[config.mk]
export PLATFORM = sky130hd
export DESIGN_NAME = stream_demux_n
export DESIGN_NICKNAME = d
export VERILOG_FILES = /design/src/rtl/stream_demux_pkg.sv /design/src/rtl/stream_demux_slot.sv /design/src/rtl/stream_demux_n.sv
export SDC_FILE = /design/constraint.sdc
export NUM_CORES = 1
export LEC_CHECK = 0
export BUFFER_PORTS_ARGS = -buffer_cell sky130_fd_sc_hd__buf_4
export CORE_MARGIN = 5
export CORE_UTILIZATION = 40
export CTS_BUF_LIST = sky130_fd_sc_hd__clkbuf_8 sky130_fd_sc_hd__clkbuf_16
export CTS_CLUSTER_SIZE = 10
export DETAILED_ROUTE_END_ITERATION = 10
export HOLD_SLACK_MARGIN = 0.05
export PLACE_DENSITY = 0.67
export SLEW_MARGIN = 20
export SYNTH_ARGS = -nofsm -noshare
export SYNTH_HDL_FRONTEND = slang
export SYNTH_SLANG_ARGS = --single-unit
[constraint.sdc]
create_clock -name clk -period 4.2 [get_ports clk]
set_clock_uncertainty 0.2 [all_clocks]
set_input_delay 0.21 -clock clk [delete_from_list [all_inputs] [get_ports clk]]
set_output_delay 0.21 -clock clk [all_outputs]
set_load 0.01 [all_outputs]
[src/rtl/stream_demux_pkg.sv]
// Shared types and helpers for the stream_demux_n packet demultiplexer.
package stream_demux_pkg;

    typedef enum logic [1:0] {
        IDLE = 2'd0,
        FWD  = 2'd1,
        DROP = 2'd2
    } state_e;

    // Select width never collapses to zero, even for N <= 2.
    function automatic int clog2_min1(input int n);
        return (n <= 2) ? 1 : $clog2(n);
    endfunction

endpackage

[src/rtl/stream_demux_slot.sv]
// One-deep output register slot for a single demux channel.
module stream_demux_slot #(
    parameter int W = 8
) (
    input  logic         clk,
    input  logic         rst_n,
    input  logic         wr_en_i,
    input  logic [W-1:0] data_i,
    input  logic         last_i,
    input  logic         ready_i,
    output logic         valid_o,
    output logic [W-1:0] data_o,
    output logic         last_o,
    output logic         can_accept_o
);

    logic         valid_q;
    logic [W-1:0] data_q;
    logic         last_q;

    // NOTE: sequential state uses non-blocking assignments so every register
    // samples pre-edge values regardless of process ordering.
    always_ff @(posedge clk or negedge rst_n) begin
        if (!rst_n) begin
            valid_q <= 1'b0;
            data_q  <= '0;
            last_q  <= 1'b0;
        end else if (wr_en_i) begin
            valid_q <= 1'b1;
            data_q  <= data_i;
            last_q  <= last_i;
        end else if (ready_i) begin
            valid_q <= 1'b0;
        end
    end

    // Draining and refilling in the same cycle keeps full throughput.
    assign can_accept_o = !valid_q || ready_i;
    assign valid_o      = valid_q;
    assign data_o       = data_q;
    assign last_o       = last_q;

endmodule

[src/rtl/stream_demux_n.sv]
// 1:N packet demultiplexer: channel locked on the first beat, held until last;
// packets to nonexistent channels are discarded and counted.
module stream_demux_n
    import stream_demux_pkg::*;
#(
    parameter int N  = 4,
    parameter int W  = 8,
    parameter int SW = clog2_min1(N),
    parameter int CW = 16
) (
    input  logic          clk,
    input  logic          rst_n,
    input  logic          in_valid,
    output logic          in_ready,
    input  logic [W-1:0]  in_data,
    input  logic          in_last,
    input  logic [SW-1:0] in_sel,
    output logic [N-1:0]  out_valid,
    input  logic [N-1:0]  out_ready,
    output logic [N*W-1:0] out_data,
    output logic [N-1:0]  out_last,
    output logic [CW-1:0] drop_cnt,
    output logic          busy
);

    state_e        state_q, state_d;
    logic [SW-1:0] lock_sel_q, lock_sel_d;
    logic [CW-1:0] drop_cnt_q, drop_cnt_d;

    logic [SW-1:0] tgt;
    logic          tgt_ok;
    logic          tgt_accept;
    logic          fire;
    logic [N-1:0]  can_accept;
    logic [N-1:0]  wr_en;

    // NOTE: every always_comb output gets a default first, so no path leaves
    // a signal unassigned and no latch is inferred.
    always_comb begin
        state_d    = state_q;
        lock_sel_d = lock_sel_q;
        drop_cnt_d = drop_cnt_q;
        tgt        = (state_q == FWD) ? lock_sel_q : in_sel;
        tgt_ok     = (state_q == FWD) || ((state_q == IDLE) && (int'(in_sel) < N));
        tgt_accept = 1'b0;
        wr_en      = '0;

        for (int k = 0; k < N; k++) begin
            if (tgt == SW'(k)) tgt_accept = can_accept[k];
        end

        // Invalid destinations and DROP swallow beats unconditionally.
        in_ready = tgt_ok ? tgt_accept : 1'b1;
        fire     = in_valid && in_ready;

        for (int k = 0; k < N; k++) begin
            wr_en[k] = fire && tgt_ok && (tgt == SW'(k));
        end

        case (state_q)
            IDLE: begin
                if (fire) begin
                    if (tgt_ok) begin
                        if (!in_last) begin
                            state_d    = FWD;
                            lock_sel_d = in_sel;
                        end
                    end else begin
                        if (drop_cnt_q != '1) drop_cnt_d = drop_cnt_q + CW'(1);
                        if (!in_last) state_d = DROP;
                    end
                end
            end
            FWD, DROP: begin
                if (fire && in_last) state_d = IDLE;
            end
            default: state_d = IDLE;
        endcase
    end

    always_ff @(posedge clk or negedge rst_n) begin
        if (!rst_n) begin
            state_q    <= IDLE;
            lock_sel_q <= '0;
            drop_cnt_q <= '0;
        end else begin
            state_q    <= state_d;
            lock_sel_q <= lock_sel_d;
            drop_cnt_q <= drop_cnt_d;
        end
    end

    for (genvar k = 0; k < N; k++) begin : g_slot
        stream_demux_slot #(.W(W)) u_slot (
            .clk          (clk),
            .rst_n        (rst_n),
            .wr_en_i      (wr_en[k]),
            .data_i       (in_data),
            .last_i       (in_last),
            .ready_i      (out_ready[k]),
            .valid_o      (out_valid[k]),
            .data_o       (out_data[k*W +: W]),
            .last_o       (out_last[k]),
            .can_accept_o (can_accept[k])
        );
    end

    assign drop_cnt = drop_cnt_q;
    assign busy     = (state_q != IDLE);

endmodule

Word-level counts from Yosys, hierarchy flattened
Cells that the tools add are included.
{"block": "totals", "output_inout_bits": 58, "register_bits": 60, "inputBits": 18, "elab_cells": 74}
{"block": "classes", "bitwise": 2, "add_sub_neg": 1, "mux": 20, "n_eq_ne": 9, "n_reduce_logical": 27}
{"op": "adder 16 x 1 -> 16 bit (second input constant)", "count": 1}
{"op": "inequality test 16 bit (second input constant)", "count": 1}
{"op": "2-to-1 mux 1 bit", "count": 13}
{"op": "2-to-1 mux 2 bit", "count": 6}
{"op": "nonzero test 2 bit", "count": 5}
{"op": "AND reduction 4 bit", "count": 2}
{"op": "logical AND 1 bit", "count": 7}
{"op": "equality test 2 bit (second input constant)", "count": 3}
{"op": "inequality test 2 bit (second input constant)", "count": 3}
{"op": "logical OR 1 bit", "count": 5}
{"op": "equality test 2 x 1 -> 1 bit (second input constant)", "count": 2}
{"op": "logical NOT 1 bit", "count": 4}
{"op": "logical NOT 2 bit", "count": 2}
{"op": "case mux 2 bit (2 select lines)", "count": 1}
{"op": "AND reduction 3 bit", "count": 1}
{"op": "NOT 1 bit", "count": 2}
{"op": "OR reduction 2 bit", "count": 1}

Logic depth before layout (Yosys ltp)
Gate-level depths: netlist of run 1.
{"block": "depth", "ltp_word": 12, "mapped_depth": 9, "depth_no_buf": 7}

By module
Synthesis of run 1 repeated with hierarchy kept, for this count alone.
{"block": "unflattened", "cells_unflattened": 166, "hier_area_um2": 2511.2}
{"mod": "stream_demux_slot", "n_inst": 4, "area_per_inst_um2": 409.1, "cells_per_inst": 22}
{"mod": "stream_demux_n", "n_inst": 1, "area_per_inst_um2": 874.6, "cells_per_inst": 78}

Least setup slack after synthesis of run 1
No wires, ideal clock.
{"block": "synth_timing", "path_type": "register to register", "startpoint": "reg state_q[0]", "endpoint": "reg g_slot[3].u_slot.data_q[0]", "arrival_ns": 2.133, "setup_ns": 0.125, "period_less_slack_ns": 2.458, "setup_slack_ns": 1.742, "required_ns": 3.875, "path_stages_with_launch": 9, "path_buffers": 2, "cell_sequence": "dfrtp_1 -> ha_1 -> buf_6 -> and3_1 -> o21ba_1 -> a221oi_4 -> a211o_1 -> buf_6 -> mux2_4"}
{"block": "synth_between", "elab_chain_cells": 11, "elab_cells_between_ends": 16}
{"element": "start: declaration", "line": "stream_demux_n.sv:26", "source": "state_e state_q, state_d;"}
{"element": "start signal: assignment", "line": "stream_demux_n.sv:87", "source": "state_q <= state_d;"}
{"element": "equality test 2 x 1 -> 1 bit", "line": "stream_demux_n.sv:43, stream_demux_n.sv:44"}
{"element": "2-to-1 mux 2 bit", "line": "stream_demux_n.sv:43", "source": "tgt = (state_q == FWD) ? lock_sel_q : in_sel;"}
{"element": "logical NOT 2 bit", "line": "stream_demux_n.sv:49", "source": "if (tgt == SW'(k)) tgt_accept = can_accept[k];"}
{"element": "2-to-1 mux 1 bit (4 in series)", "line": "stream_demux_n.sv:49"}
{"element": "2-to-1 mux 1 bit", "line": "stream_demux_n.sv:53", "source": "in_ready = tgt_ok ? tgt_accept : 1'b1;"}
{"element": "logical AND 1 bit", "line": "stream_demux_n.sv:54", "source": "fire = in_valid && in_ready;"}
{"element": "logical AND 1 bit", "line": "stream_demux_n.sv:57", "source": "wr_en[k] = fire && tgt_ok && (tgt == SW'(k));"}
{"element": "logical AND 1 bit *", "line": "stream_demux_n.sv:57"}
{"element": "end signal: assignment", "line": "stream_demux_slot.sv:30", "source": "data_q <= data_i;"}
{"element": "end: declaration", "line": "stream_demux_slot.sv:18", "source": "logic [W-1:0] data_q;"}
Mark *: on every way between the ends. The rest lies on a longest branch, timed or not.
A chain may end at the register's enable or synchronous reset.

Worst setup path after layout of run 1
{"block": "layout_timing", "startpoint": "reg state_q[1]", "endpoint": "reg lock_sel_q[1]"}
{"block": "layout_between", "elab_chain_cells": 10, "elab_cells_between_ends": 15}
{"element": "equality test 2 x 1 -> 1 bit", "line": "stream_demux_n.sv:43, stream_demux_n.sv:44"}
{"element": "2-to-1 mux 2 bit", "line": "stream_demux_n.sv:43"}
{"element": "logical NOT 2 bit", "line": "stream_demux_n.sv:49"}
{"element": "2-to-1 mux 1 bit (4 in series)", "line": "stream_demux_n.sv:49"}
{"element": "2-to-1 mux 1 bit", "line": "stream_demux_n.sv:53"}
{"element": "logical AND 1 bit", "line": "stream_demux_n.sv:54"}
{"element": "AND reduction 4 bit (no source line) *"}
{"element": "end signal: assignment", "line": "stream_demux_n.sv:88", "source": "lock_sel_q <= lock_sel_d;"}
{"element": "end: declaration", "line": "stream_demux_n.sv:27", "source": "logic [SW-1:0] lock_sel_q, lock_sel_d;"}
Marks and branches as above.

==> results of run 1 <==
-- how the worst min path moves through the flow --
stage / from / to / slack, ns
2_1_floorplan: rst_n / drop_cnt[0] / -0.29
3_3_place_gp: rst_n / drop_cnt[15] / 0.12
3_5_place_dp: rst_n / g_slot[0].u_slot.valid_o / 0.13
4_1_cts: in_valid / state_q[0] / 0.11
5_1_grt: in_valid / state_q[0] / 0.12
6_report: in_valid / state_q[0] / 0.12
-- layout by cell type, fill, tap and decap left out --
master | Yosys | final
nand2b_1 | 4 | 4
o22ai_1 | 1 | 1
a21oi_2 | 1 | 1
a211oi_2 | 1 | 1
ha_1 | 2 | 2
or2_2 | 1 | 1
dlygate4sd3_1 | 0 | 17
nor3b_1 | 1 | 1
nor2b_1 | 2 | 2
a21oi_4 | 3 | 3
o32ai_1 | 2 | 2
and3b_1 | 1 | 1
inv_1 | 7 | 8
o21ai_0 | 4 | 4
clkbuf_8 | 0 | 9
mux2i_1 | 1 | 1
clkinv_2 | 0 | 3
o21ba_1 | 1 | 1
o21a_1 | 1 | 1
mux2_2 | 28 | 28
nand2_1 | 9 | 9
clkinvlp_4 | 0 | 2
mux2_4 | 9 | 9
nor3_1 | 1 | 1
o2bb2ai_1 | 1 | 1
a221oi_4 | 1 | 1
o21bai_1 | 1 | 1
buf_4 | 8 | 75
and3_1 | 1 | 1
a211oi_1 | 2 | 2
a211o_1 | 1 | 1
dfrtp_1 | 60 | 60
nor2_1 | 1 | 1
-- sequential cells by signal, summed over array words and instances, names as in the netlist --
name and count:
state_q 2, g_slot.u_slot.last_o 4, g_slot.u_slot.data_o 32, drop_cnt 16, g_slot.u_slot.valid_o 4, lock_sel_q 2
-- synth_stat cells, drive strengths merged --
cell type   n  area share, %
dfrtp      60             61
mux2       37             18
clkbuf     16            2.4
buf        10            3.4
nand2       9            1.4
inv         7            1.1
a21oi       4            2.3
nand2b      4            1.0
o21ai       4           0.81
a211oi      3            1.1
ha          2            1.0
nor2b       2           0.51
o32ai       2           0.71
a211o       1           0.36
a221oi      1            1.1
and3        1           0.25
and3b       1           0.36
mux2i       1           0.41
nor2        1           0.15
nor3        1           0.20
nor3b       1           0.30
o21a        1           0.30
o21ba       1           0.41
o21bai      1           0.30
o22ai       1           0.25
o2bb2ai     1           0.36
or2         1           0.25
-- through the flow --
step           instances  cell area (sq um)
2_1_floorplan        174               2460
3_3_place_gp         298               2980
3_5_place_dp         298               2980
4_1_cts              330               3300
5_1_grt              330               3300
6_report             330               3300
-- final cells by class --
| cell class | instances | area [sq um] | area share (%) |
|---|---|---|---|
| Sequential cell | 60 | 1500 | 45.4 |
| Multi-Input combinational cell | 81 | 792 | 24.0 |
| Timing Repair Buffer | 92 | 733 | 22.2 |
| Clock buffer | 9 | 124 | 3.75 |
| Tap cell | 75 | 93.8 | 2.84 |
| Clock inverter | 6 | 33.8 | 1.02 |
| Inverter | 7 | 26.3 | 0.795 |
-- power groups by stage --
stage,Combinational (mW),Sequential (mW),Clock [mW]
detailed placement,0.941,0.909,0
CTS,0.965,0.902,0.439
floorplan,0.497,0.964,0
global placement,0.920,0.903,0
global route,1.03,0.930,0.464
finish,0.948,0.898,0.417
-- kinds of logic after synthesis --
family	Yosys count
compound gates	20
flops	60
fa+ha+maj	2
simple gates	21
buf+inv	33
mux	38
-- layer usage --
metal	vias up	global-route usage, %	share of wire [%]
li1	729	-	-
met1	769	18.6	41
met2	50	22.2	50
met3	7	5.77	7.8
met4	0	5.22	1.2
met5	-	0	0
-- worst max-delay path: stages (launching register included) --
cell           delay, ns
dfrtp_1             0.37
inv_1               0.08
ha_1                0.33
and3b_1             0.23
o21ba_1             0.20
a221oi_4            0.48
a211oi_2            0.23
mux2i_1             0.16
dlygate4sd3_1       0.56
-- what timing repair did --
item	in CTS	in global routing
resized for setup	0	0
hold buffers	17	0
hold endpoints to repair	101	0
==> metrics, run 1 <==
Synthesized Nets=194; Compound-Gate Fraction of Synth Area=under 10%; Core ar.=5960 sq um; GPL Wtd Cong=around 0.78; post-synthesis mux area share=18.7%; clock root buffer=clkbuf_8; clk slew on worst S/H paths=0.07 ns; fin crit share=70.0%; Worst-Skew Late Latency=0.33 ns; syn avg cell area=14.2 sq um; initial core utilization=41.3%; RR Startpoint=state_q[1]; area grow syn2layout=34.2%; Post-CTS Setup Repair Bufs=0; PortBufs=75; CTS Buffer Depth=2; row count=28; Final Util=between 50% and 60%; Sw Ratio=approximately a third; Worst Slack Setup Final=between 1 and 1.5 ns; FF-to-FF setup slack=1.26 ns; detailed placement HPWL=3.64 mm; crit path kind=reg2reg; R2R cell count=8; worst min path class=in2reg; final WL=around 5.3 mm; unrepaired setup endpoints after global routing=false; Reg power frac=around 40%; filler cell count=533; nets=271; P_sw=743 uW; Die X=88.5 microns; internal power=1.52 mW; Place WS=~1.3 ns; CP max FO=10; hold depth=4; largest net degree at the start of global routing=61; combinational power share=a little over two fifths; final setup fails=0; Hold Fails Final Rpt=0; initial antenna violation count=0; Worst Setup EP=lock_sel_q[1]; Post-Synth Adder-Cell Area=1.02%; Setup TNS Final=0 ns; First-pass DRT Iterations=4; post-route ant nets=0; Worst setup EP type=register; power consumption=2.26 mW; startpoint types=register; diode count=0; P_leak=between 1.5 and 2 nW; Worst Max-Slew Pin Slew=0.758 ns; FF+latch count, synth=60; Synth Area in Simple Gates=4.42%; largest family of logic cells by synthesized area=multiplexers; Arr. time, crit path=2.95 ns; Clock Power Share=18.4%; GRT Total Usage=between 10% and 20%; Clock Sinks=60; FF-to-FF End=lock_sel_q[1]; FMAX=~0.34 GHz; number of buffers created by CTS=9; Slew HR=~50%; Post-Syn Area=2460 sq um; WL/cell=16.0 microns; Synth Area in XOR/XNOR=0%; DRC=0; Worst VDD drop=slightly above 0.4 mV; CTS tree=built; synth warn=0; htree depth=3; status=complete, no violations; worst path required time=around 4.2 ns; max cap viols=0; sequential cell area fraction in the yosys report=roughly 61%; Hold WS=roughly 0.12 ns; max-slew violations=0; # IOs=76; die area=7830 sq um; share of cells above drive strength 1=between 50% and 60%; first-pass GRT wire length=8.51 mm; Iter 0 DRT Violations=31; die height=approximately 88 microns; Syn Inst Count=approximately 170; Vias=1555; Yosys cell types=31; vias in the first global route=approximately 1700; GRT overflow=0; mean number of vias per cell=4.71; minimum clock period=2.94 ns; PD cells=685 nW/um^2; beginning of the critical path=state_q[1]
(Power assumes the default switching activity.)
==> run 2: changes to the inputs <==
- ABC_AREA: not set -> 1
- clock period: 4.2 -> 2.96 ns (I/O delays scaled with it)
==> run 2 against run 1 <==
Against the previous run: combinational power up 39%; clock power up 54%; area after synthesis down 2.1%; synthesized cell count up 36%; critical endpoint is now in_ready; critical path type is now reg2out; global-route usage up 0.47 points; cell count up 18%.
==> metrics, run 2 <==
die area=7680 sq um; worst min path class=reg2reg; post-route ant nets=0; # IOs=76; startpoint types=register; Iter 0 DRT Violations=50; EDFF count, synth=0; status=complete, no violations; number of buffers created by CTS=9; synth top area cells=dfrtp_1 62%, nand2_1 9.5%, o21ai_1 5.8%, inv_1 3.4%, o21ai_2 3.3%; Post-Syn Area=2410 sq um; GRT overflow=0; PD cells=985 nW/um^2; Worst Max-Slew Pin Slew=0.727 ns; Syn Inst Count=between 200 and 250; fin crit share=79.1%; post-synthesis mux area share=0%; final WL=5.26 mm; Worst Slack Setup Final=0.619 ns; Placed Area=2900 sq um; Worst VDD drop=0.514 mV; Place WS=0.629 ns; most frequent cell after synthesis=nand2_1; FF+latch count, synth=60; DRC=0; Clock Sinks=60; Yosys top cell by area=dfrtp_1; Vias=1738; first-pass GRT wire length=8.67 mm; clk slew on worst S/H paths=0.07 ns; WL/cell=13.4 microns; Worst setup EP type=output port; CP max FO=6; mean number of vias per cell=between 4 and 5; commonest cells after routing, fill and taps aside=75 x buf_4, 61 x nand2_1, 60 x dfrtp_1; P_leak=1.73 nW; largest net degree at the start of global routing=about 60; CTS Buffer Depth=2; minimum clock period=2.34 ns; Post-CTS Setup Repair Bufs=0; sequential cell area fraction in the yosys report=62.3%; filler cell count=approximately 540; most frequent CP cell=nand2_1; CP bufs+invs=3; worst path required time=around 2.6 ns; top_reg_cell synth=dfrtp_1; Top delay family on crit path=simple AND/OR/NAND/NOR gates; multi-input logic area=between 600 and 700 sq um; clock root buffer=clkbuf_8; vias in the first global route=1784; Hold WS=roughly 0.18 ns; Hold Fails Final Rpt=0; max reg flops=32; Slew HR=51.5%; Post-Synth Adder-Cell Area=a little over 1%; share of cells above drive strength 1=approximately 34%; Yosys cell types=17; synth cell count leaders=61 x nand2_1, 60 x dfrtp_1, 28 x o21ai_1; async set-reset flop share out of synthesis=100%; CP Cell Sequence=inv_1, ha_1, inv_2, nand2_1, nand2_1, nand3_1, nand2_1, nor2_1, nand2_1, buf_4; Synthesized Nets=256; Setup TNS Final=0 ns; die height=slightly below 90 microns; area fraction of the dominant cell type after synthesis=62.3%; Synth Area in XOR/XNOR=0%; First-pass DRT Iterations=4; CP max stage cell=dfrtp_1; crit path kind=reg2out; Synth Area in Simple Gates=between 10% and 20%; Critical Path Max Stage Delay=between 0.3 and 0.4 ns; most common cell after layout, fill and taps aside=buf_4; Final Util=between 50% and 60%; max-slew violations=0; Reg area=1500 sq um; diode count=0; initial core utilization=about two fifths; fin area=3250 sq um; GRT Total Usage=14.9%; Core ar.=5890 sq um; nets=about 330; GPL Wtd Cong=0.907; synth warn=0; row count=28; Compound-Gate Fraction of Synth Area=10.7%; unrepaired setup endpoints after global routing=false; FMAX=~0.43 GHz; area grow syn2layout=34.7%; htree depth=3; detailed placement HPWL=3.64 mm; final setup fails=0; syn avg cell area=10.2 sq um; initial antenna violation count=0; PortBufs=75; CTS tree=built; Worst-Skew Late Latency=0.33 ns; largest family of logic cells by synthesized area=simple AND/OR/NAND/NOR gates; Arr. time, crit path=1.99 ns; max cap viols=0; Die X=87.6 microns
run 2: cell count changes after synthesis, sizes merged, moves of 3 or more:
cell	delta
a211oi	-3
a21oi	-3
inv	+16
mux2	-37
nand2	+55
nand2b	-4
nand3	+11
nor2	+5
o21ai	+36
run 2: worst paths after layout:
| path | startpoint | end | slack (ns) | cells after the start |
|---|---|---|---|---|
| worst max-delay path | state_q[1] | in_ready | 0.62 | 10 |
| worst min register to register | drop_cnt[11] | drop_cnt[11] | 0.18 | 0 |
| max in group asynchronous | rst_n | g_slot[0].u_slot.valid_o | 1.86 | 2 |
| worst max register to register | state_q[0] | g_slot[3].u_slot.data_o[6] | 0.63 | 11 |
| min in group asynchronous | rst_n | drop_cnt[14] | 0.21 | 2 |
| worst min-delay path | drop_cnt[11] | drop_cnt[11] | 0.18 | 0 |
run 2: cell families after synthesis:
family	count (synthesis)
and+or+nand+nor	81
adders and majority gates	2
AOI/OAI and AO/OA	42
DFF	60
buffers and inverters	51
run 2: per-stage QoR:
stage / power [mW] / instances
2_1_floorplan: 2.07 / 236
3_3_place_gp: 2.54 / 358
3_5_place_dp: 2.57 / 358
4_1_cts: 3.25 / 391
5_1_grt: 3.45 / 391
6_report: 3.20 / 391
run 2: where the power goes:
group	switching (mW)	leakage [nW]	internal [mW]
clock	0.335	0.0856	0.305
combinational	0.735	0.864	0.584
sequential	0.157	0.784	1.08
run 2: routing by layer:
layer | routed length [microns] | GRT usage (%) | share of wire (%)
met2 | 2540 | 22.5 | 48
met3 | 395 | 5.93 | 7.5
met1 | 2240 | 19.2 | 43
met4 | 81 | 6.28 | 1.5
met5 | 0 | 0 | 0
run 2: repair_timing:
action	CTS	global route
hold buffers	17	0
endpoints found under the hold margin	104	0
resized for setup	0	0
setup endpoints to repair	0	0
run 2: area by class of cell:
| type | instances | share of cell area, % |
|---|---|---|
| flip-flops and latches | 60 | 46.2 |
| repair buffers | 92 | 22.6 |
| multi-input cells | 125 | 20.3 |
| clock buffers | 9 | 3.81 |
| well taps | 75 | 2.89 |
| inverters | 23 | 2.66 |
| clock inverters | 7 | 1.58 |
==> run 3: changes to the inputs <==
- PLACE_DENSITY: 0.67 -> 0.7
- clock period: 2.96 -> 1.9 ns (I/O delays scaled with it)
==> run 3 against run 2 <==
Against the previous run: the flow now finishes with violations (negative hold slack, negative setup slack); cell count increased by 4.6%; worst setup slack got worse by 0.79 ns; sequential power increased by 57%; critical path depth increased by 3; largest cell class unchanged; largest power group unchanged.
==> metrics, run 3 (synthesized netlist as in run 2, its figures left out) <==
Worst setup EP type=register; max cap viols=0; unrepaired setup endpoints after global routing=true; clk slew on worst S/H paths=0.07 ns; PortBufs=75; worst min path class=in2reg; area grow syn2layout=49.7%; Core ar.=just under 6000 sq um; Placed Area=slightly above 3000 sq um; final WL=5.86 mm; FMAX=0.483 GHz; Die X=87.6 microns; final setup fails=43; Hold Fails Final Rpt=1; Worst-Skew Late Latency=0.34 ns; FF-to-FF setup slack=-0.17 ns; fin crit share=109%; Vias=1889; FF-to-FF End=g_slot[3].u_slot.data_o[1]; failing checks=negative hold slack, negative setup slack; worst path required time=1.91 ns; Layout Cells excl Fill=409; Hold WS=-0.0924 ns; RR Startpoint=state_q[0]; fin area=3610 sq um; vias in the first global route=2045; clock root buffer=clkbuf_8; die height=87.6 microns; WL/cell=roughly 14 microns; R2R cell count=13; GPL Wtd Cong=about 0.8; Worst VDD drop=1.13 mV; minimum clock period=just over 2 ns; diode count=0; first-pass GRT wire length=9.67 mm; commonest cells after routing, fill and taps aside=86 x buf_4, 60 x dfrtp_1, 44 x nand2_1; most common cell after layout, fill and taps aside=buf_4; post-route ant nets=0; P_leak=1.88 nW; First-pass DRT Iterations=4; Clock Sinks=60; hold endpoint=lock_sel_q[0]; largest net degree at the start of global routing=61; row count=28; status=complete, but fails checks; number of buffers created by CTS=9; Arr. time, crit path=2.08 ns; htree depth=3; GRT Total Usage=16.5%; CTS Buffer Depth=2; # IOs=76; share of cells above drive strength 1=47.3%; Iter 0 DRT Violations=63; hold path start=in_sel[0]; die area=7680 sq um; GRT overflow=0; hold buffers post-CTS=16; startpoint types=register; initial core utilization=41.0%; max reg flops=32; Slew HR=about 50%; DRC=0; CP max FO=10; Post-Place Cells=368; max-slew violations=0; nets=349; CTS tree=built; detailed placement HPWL=approximately 3.9 mm; hold depth=3; crit path kind=reg2reg; PD cells=between 1500 and 2000 nW/um^2; initial antenna violation count=0; Worst Slack Setup Final=-0.171 ns; filler cell count=slightly below 500; mean number of vias per cell=between 4 and 5; Worst Max-Slew Pin Slew=0.752 ns
run 3: metal layers:
metal	track usage, %	share of wire [%]	vias to the layer above
met5	0	0	-
met4	5.02	0.68	0
met2	26.7	48	57
met3	7.53	9.0	5
met1	19.9	42	905
li1	-	-	922
run 3: critical path: stages, from the launching register on:
cell and delay (ns):
dfrtp_1 0.43, ha_4 0.21, inv_4 0.07, nand2_1 0.06, nand2_2 0.08, nand3_1 0.08
nand2_1 0.08, inv_2 0.05, a21boi_4 0.16, buf_12 0.15, nand3_4 0.09, buf_6 0.16
nand2_1 0.05, o21ai_1 0.06
run 3: stage by stage:
step           worst slack, ns  utilization [%]  hold WS (ns)  TNS (ns)  power (mW)
4_1_cts                 -0.166             59.3       -0.0872     -5.76        5.62
3_5_place_dp            -0.301             51.7       0.00963     -9.50        4.27
3_3_place_gp            -0.223             51.7       0.00825     -6.31        4.19
5_1_grt                 -0.330             61.3       -0.0810    -12.63        6.23
6_report                -0.171             61.3       -0.0924     -5.86        5.80
2_1_floorplan          -0.0919                -        -0.401     -3.22        3.29
run 3: where the power goes:
| group | internal [mW] | switching (mW) | total (mW) | leakage (nW) |
|---|---|---|---|---|
| Sequential | 1.69 | 0.260 | 1.95 | 0.784 |
| Combinational | 1.30 | 1.43 | 2.72 | 0.984 |
| Clock | 0.630 | 0.501 | 1.13 | 0.109 |
| Total | 3.61 | 2.19 | 5.80 | 1.88 |
run 3: worst max-delay path by stage:
stage               depth (start not counted)        from                         end
finish                                     13  state_q[0]  g_slot[3].u_slot.data_o[1]
global route                               13  state_q[0]  g_slot[0].u_slot.data_o[2]
CTS                                        13  state_q[0]  g_slot[1].u_slot.data_o[4]
detailed placement                         11  state_q[0]  g_slot[3].u_slot.data_o[3]
global placement                            9  state_q[0]  g_slot[3].u_slot.data_o[3]
floorplan                                  11  state_q[0]     g_slot[2].u_slot.last_o
run 3: what timing repair did:
action | in CTS | in global routing
resized for setup | 11 | 21
pin swaps | 5 | 1
endpoints found under the hold margin | 104 | 1
gates cloned | 1 | 2
setup endpoints to repair | 43 | 45
setup buffers | 3 | 3
run 3: final cells by class:
type,count,area [sq um],share of cell area (%)
clock buffers,10,138,3.81
clock inverters,6,56.3,1.56
inverters,23,88.8,2.46
multi-input cells,128,833,23.1
flip-flops and latches,60,1500,41.6
well taps,75,93.8,2.60
repair buffers,107,897,24.9
